===== config.mk =====
export PLATFORM = sky130hd
export DESIGN_NAME = pipelined_cla_addsub
export DESIGN_NICKNAME = d
export VERILOG_FILES = /design/src/rtl/pipelined_cla_addsub.sv
export SDC_FILE = /design/constraint.sdc
export NUM_CORES = 1
export LEC_CHECK = 0
export CELL_PAD_IN_SITES_DETAIL_PLACEMENT = 2
export CELL_PAD_IN_SITES_GLOBAL_PLACEMENT = 2
export CORE_ASPECT_RATIO = 1.25
export CORE_MARGIN = 2
export CORE_UTILIZATION = 35
export CTS_CLUSTER_SIZE = 14
export DETAILED_ROUTE_END_ITERATION = 8
export PLACE_DENSITY_LB_ADDON = 0.1
export RECOVER_POWER = 100
export SLEW_MARGIN = 20
export SYNTH_ARGS = -nofsm -noshare
export SYNTH_HDL_FRONTEND = slang
export SYNTH_SLANG_ARGS = --single-unit

===== constraint.sdc =====
create_clock -name clk -period 5.8 [get_ports clk]
set_input_delay 1.45 -clock clk [delete_from_list [all_inputs] [get_ports clk]]
set_output_delay 1.45 -clock clk [all_outputs]
set_load 0.03 [all_outputs]

===== src/rtl/pipelined_cla_addsub.sv =====
// Pipelined carry-lookahead adder/subtractor: result = A + (sub ? ~B : B) + (cin ^ sub).
// Latency STAGES cycles, one beat per cycle; a single global enable stalls every stage when the output is held.
module pipelined_cla_addsub #(
  parameter int N      = 32,
  parameter int GROUP  = 4,
  parameter int STAGES = 2
) (
  input  logic         clk,
  input  logic         rst_n,
  input  logic         in_valid,
  output logic         in_ready,
  input  logic [N-1:0] in_a,
  input  logic [N-1:0] in_b,
  input  logic         in_sub,
  input  logic         in_cin,
  output logic         out_valid,
  input  logic         out_ready,
  output logic [N-1:0] out_sum,
  output logic         out_cout,
  output logic         out_ovf
);

  localparam int NG  = N / GROUP;
  localparam int GPS = NG / STAGES;

  logic [N-1:0] a_q   [STAGES];
  logic [N-1:0] a_d   [STAGES];
  logic [N-1:0] b_q   [STAGES];
  logic [N-1:0] b_d   [STAGES];
  logic [N-1:0] sum_q [STAGES];
  logic [N-1:0] sum_d [STAGES];
  logic         c_q   [STAGES];
  logic         c_d   [STAGES];
  logic         sa_q  [STAGES];
  logic         sa_d  [STAGES];
  logic         sb_q  [STAGES];
  logic         sb_d  [STAGES];
  logic         v_q   [STAGES];
  logic         v_d   [STAGES];

  logic [N-1:0] src_a   [STAGES];
  logic [N-1:0] src_b   [STAGES];
  logic [N-1:0] src_sum [STAGES];
  logic         src_c   [STAGES];
  logic         src_sa  [STAGES];
  logic         src_sb  [STAGES];
  logic         src_v   [STAGES];

  logic             adv;
  logic [GROUP-1:0] bg;
  logic [GROUP-1:0] bp;
  logic [GROUP:0]   cv;
  logic [GPS-1:0]   gg;
  logic [GPS-1:0]   gp;
  logic [GPS:0]     sc;
  logic [N-1:0]     sum_n;

  // Sum-of-products carries: c[j] = cin&p[j-1:0] | OR_k g[k]&p[j-1:k+1]; no ripple term.
  function automatic logic [GROUP:0] grp_carries(input logic [GROUP-1:0] g,
                                                 input logic [GROUP-1:0] p,
                                                 input logic cin);
    logic [GROUP:0] c;
    logic           term;
    for (int j = 0; j <= GROUP; j++) begin
      c[j] = cin;
      for (int m = 0; m < j; m++) c[j] = c[j] & p[m];
      for (int k = 0; k < j; k++) begin
        term = g[k];
        for (int m = k + 1; m < j; m++) term = term & p[m];
        c[j] = c[j] | term;
      end
    end
    return c;
  endfunction

  function automatic logic [GPS:0] stg_carries(input logic [GPS-1:0] g,
                                               input logic [GPS-1:0] p,
                                               input logic cin);
    logic [GPS:0] c;
    logic         term;
    for (int j = 0; j <= GPS; j++) begin
      c[j] = cin;
      for (int m = 0; m < j; m++) c[j] = c[j] & p[m];
      for (int k = 0; k < j; k++) begin
        term = g[k];
        for (int m = k + 1; m < j; m++) term = term & p[m];
        c[j] = c[j] | term;
      end
    end
    return c;
  endfunction

  always_comb begin
    adv   = !v_q[STAGES-1] || out_ready;
    bg    = '0;
    bp    = '0;
    cv    = '0;
    gg    = '0;
    gp    = '0;
    sc    = '0;
    sum_n = '0;

    src_a[0]   = in_a;
    src_b[0]   = in_sub ? ~in_b : in_b;
    src_c[0]   = in_cin ^ in_sub;
    src_sum[0] = '0;
    src_sa[0]  = in_a[N-1];
    src_sb[0]  = in_sub ? ~in_b[N-1] : in_b[N-1];
    src_v[0]   = in_valid;
    for (int s = 1; s < STAGES; s++) begin
      src_a[s]   = a_q[s-1];
      src_b[s]   = b_q[s-1];
      src_c[s]   = c_q[s-1];
      src_sum[s] = sum_q[s-1];
      src_sa[s]  = sa_q[s-1];
      src_sb[s]  = sb_q[s-1];
      src_v[s]   = v_q[s-1];
    end

    for (int s = 0; s < STAGES; s++) begin
      a_d[s]   = a_q[s];
      b_d[s]   = b_q[s];
      sum_d[s] = sum_q[s];
      c_d[s]   = c_q[s];
      sa_d[s]  = sa_q[s];
      sb_d[s]  = sb_q[s];
      v_d[s]   = src_v[s];

      for (int k = 0; k < GPS; k++) begin
        bg    = src_a[s][(s*GPS+k)*GROUP +: GROUP] & src_b[s][(s*GPS+k)*GROUP +: GROUP];
        bp    = src_a[s][(s*GPS+k)*GROUP +: GROUP] ^ src_b[s][(s*GPS+k)*GROUP +: GROUP];
        cv    = grp_carries(bg, bp, 1'b0);
        gg[k] = cv[GROUP];
        gp[k] = &bp;
      end
      sc    = stg_carries(gg, gp, src_c[s]);
      sum_n = src_sum[s];
      for (int k = 0; k < GPS; k++) begin
        bg = src_a[s][(s*GPS+k)*GROUP +: GROUP] & src_b[s][(s*GPS+k)*GROUP +: GROUP];
        bp = src_a[s][(s*GPS+k)*GROUP +: GROUP] ^ src_b[s][(s*GPS+k)*GROUP +: GROUP];
        cv = grp_carries(bg, bp, sc[k]);
        sum_n[(s*GPS+k)*GROUP +: GROUP] = bp ^ cv[GROUP-1:0];
      end

      // Data registers only load on a real beat; bubbles leave them untouched.
      if (src_v[s]) begin
        a_d[s]   = src_a[s];
        b_d[s]   = src_b[s];
        sum_d[s] = sum_n;
        c_d[s]   = sc[GPS];
        sa_d[s]  = src_sa[s];
        sb_d[s]  = src_sb[s];
      end
    end
  end

  always_ff @(posedge clk) begin
    if (!rst_n) begin
      for (int s = 0; s < STAGES; s++) begin
        v_q[s]   <= 1'b0;
        a_q[s]   <= '0;
        b_q[s]   <= '0;
        sum_q[s] <= '0;
        c_q[s]   <= 1'b0;
        sa_q[s]  <= 1'b0;
        sb_q[s]  <= 1'b0;
      end
    end else if (adv) begin
      for (int s = 0; s < STAGES; s++) begin
        v_q[s]   <= v_d[s];
        a_q[s]   <= a_d[s];
        b_q[s]   <= b_d[s];
        sum_q[s] <= sum_d[s];
        c_q[s]   <= c_d[s];
        sa_q[s]  <= sa_d[s];
        sb_q[s]  <= sb_d[s];
      end
    end
  end

  assign in_ready  = adv;
  assign out_valid = v_q[STAGES-1];
  assign out_sum   = sum_q[STAGES-1];
  assign out_cout  = c_q[STAGES-1];
  assign out_ovf   = (sa_q[STAGES-1] == sb_q[STAGES-1]) && (sum_q[STAGES-1][N-1] != sa_q[STAGES-1]);

endmodule


==> impl_metrics.toml <==
[sta]
maxSlewHeadroom = -0.2441
finalCritPeriodShare = 0.8143
rsz0062_at_grt = "false"
clock.fmax_mhz = 211.7
hold_slack_ns = 0.5573
period_needed_ns = 4.723
setup-tns-final_ns = 0
setup_violations = 0
final-hold-violation-count = 0
tightest_slew_ns = 1.866
maxSlewViolCount = 118
finalClockSkew_ns = 0.005025

[routing]
vias_per_cell = 4.962
first_iter_violations = 100
drc = 0
routed_wl_um = 12330
vias = 3409
ant_nets = 0
firstDrtPassIters = 4
avgRoutedWirePerCell_um = 17.94

[logic_synthesis]
yosys.area.top_type_share = 0.5407
postSynthCellCount = 406
synth_area_mm2 = 0.004887
yosysMostFrequentCell = "edfxtp_1"
postSynthAreaPerCell_um2 = 12.04
synth_nets = 524
synth.yosys.warnings = 0
synth-seq-cells = 88
synth-async-reset-ratio = 0
synth_ff_type = "edfxtp_1"
synth_common_cells = "edfxtp_1, nor2_1, and3_1, ha_1, xor2_1"
ys_seq_area_frac = 0.5407
synth.distinct_cells = 32
synth_edf_count = 88
yosys.area.top_type = "edfxtp_1"
ys_top_cells_by_area = "edfxtp_1, ha_1, xor2_1"

[worst_setup_path]
rr_worst_depth = 5
crit_slowest_cell = "clkbuf_1"
slowest_delay_ns = 0.81
cp_max_fo = 21
startpoint_type = "input pin"
worstPathArrival_ns = 4.75
crit_type = "in2reg"
crit_path_end_kind = "flip-flop"
crit_start = "in_sub"
worstPathCellList = "buf_2, clkbuf_1, xor2_1, ha_1, o21ai_0, a21oi_1, or2_2, o31a_1, ha_1, o21ai_0, nand2b_1, a21oi_1, xor2_1, nor2_1"
r2r_end = "a_q[0][29]"
crit_required_ns = 5.83
r2r_start = "v_q[0][1]"
r2r_setup_slack_ns = 2.77

[clock_network]
clock_latency_ns = 0.34
cts_hold_buffers = 0
clkSinkCount = 88
clkSlewWorstSetupHoldPaths_ns = 0.06
clock_tree.buffer_depth = 2
cts_max_level = 3
cts_setup_buffers = 0
cts_tree = "done"
numCtsBuffers = 9
cts_resized = 0
root_buffer = "clkbuf_16"

[pwr]
seq_power_share = 0.419
switching_share = 0.2746
combPwrFrac = 0.249
peakVddDrop_mv = 0.1241
power_density_mw_per_mm2 = 307.5
p_leak_nw = 2.719
p_clk_frac = 0.331
p_switching_mw = 0.5421
internal_power_mw = 1.432

[place]
placed_area_mm2 = 0.006100
dp.cells = 671
dp_hpwl_um = 9181
port_buffers = 105
place.gp.congestion = 0.7873

[global_routing]
grt_max_degree = 49
grt_usage = 0.1753
grt_pass1_wl_um = 19560
grt_pass1_vias = 3821
antenna_found_initial = 1
grt_overflow = 0

[floorplan]
die_w_um = 109.7
placementRows = 48
pin_count = 106
start_util = 0.3553
core_mm2 = 0.01375
die_area_mm2 = 0.01493
dieHeight_um = 136.1

[flow_run]
cap_violations = 3

[final_layout]
final_cells = 687
antenna_cells = 0
nets = 625
final_util = 0.4667
fillers = 1410
postLayoutCellArea_mm2 = 0.006419
area_delta_synth_final_pct = 31.34
drive_gt1_frac = 0.04102

[worst_hold_path]
holdPathEnd = "sum_q[0][32]"
holdPathStages = 1
hold_class = "reg2reg"
hold_start = "sum_q[0][0]"

[status]
violations = "capacitance limit, slew limit"
status = "finished, violations left"
## stage by stage
stage               total power, mW  setup slack [ns]
floorplan                     1.154             1.741
global placement              1.329             1.337
detailed placement            1.357             1.179
CTS                           2.017             1.493
global route                  2.072            0.7869
finish                        1.974             1.077
## how the worst max path moves through the flow
stage / end / slack [ns] / cells past startpoint
3_3_place_gp: sum_q[0][15] / 1.34 / 14
5_1_grt: sum_q[0][15] / 0.79 / 14
2_1_floorplan: sum_q[0][15] / 1.74 / 13
4_1_cts: in_ready / 1.49 / 3
3_5_place_dp: sum_q[0][15] / 1.18 / 13
6_report: sum_q[0][15] / 1.08 / 14
## critical path: cells and delay by family
family | cells | cell delay (ns)
buffers and inverters | 2 | 1.30
and+or+nand+nor | 3 | 0.44
xor gates and xnor gates | 2 | 0.33
AOI/OAI and AO/OA | 5 | 0.67
adders and majority gates | 2 | 0.55
## registers in the layout, indices dropped and copies added (netlist names)
| signal | cells |
|---|---|
| sa_q | 2 |
| sb_q | 2 |
| v_q | 2 |
| sum_q | 48 |
| b_q | 16 |
| c_q | 2 |
| a_q | 16 |
## power groups by stage
stage	Combinational [mW]	Clock, mW	Sequential (mW)
after CTS	0.517	0.669	0.831
final	0.492	0.654	0.828
after detailed placement	0.513	0	0.844
after global routing	0.547	0.688	0.838
after floorplan	0.249	0	0.905
after global placement	0.490	0	0.839
## routing by layer
metal  global-route usage  wire, um
met4              0.05485       155
met2               0.3265      6771
met1               0.1925      4709
met3              0.04267       683
met5                    0         7
## layout by cell type, fill, tap and decap left out, drive strengths merged, types with 3 or more instances in the layout
cell           count
nand2             16
a21o               5
ha                40
clkdlybuf4s50     66
clkinv             3
dlygate4sd3       38
clkbuf            12
nor2              52
bufinv             3
xor2              30
a21oi             23
inv               16
and3              40
nand2b             9
xnor2             27
fa                 8
edfxtp            88
o21ai             15
nand4              3
## layout make-up
class	instances	area, um^2	area share
flip-flops and latches	88	2643	0.4117
clock inverters	7	110.1	0.01715
repair buffers	109	1065	0.1659
well taps	175	219.0	0.03411
inverters	16	60.06	0.009357
clock buffers	9	225.2	0.03509
multi-input cells	283	2097	0.3267
## kinds of logic after synthesis
group                    count (synthesis)  share of synthesized area
AO/OA/AOI/OAI                           51                    0.06298
flip-flops                              88                     0.5407
AND/OR/NAND/NOR                        127                     0.1272
buffers and inverters                   35                    0.03021
XOR/XNOR                                57                     0.1037
adder cells (fa/ha/maj)                 48                     0.1352
Note: power is estimated with default switching activity, not from simulation.
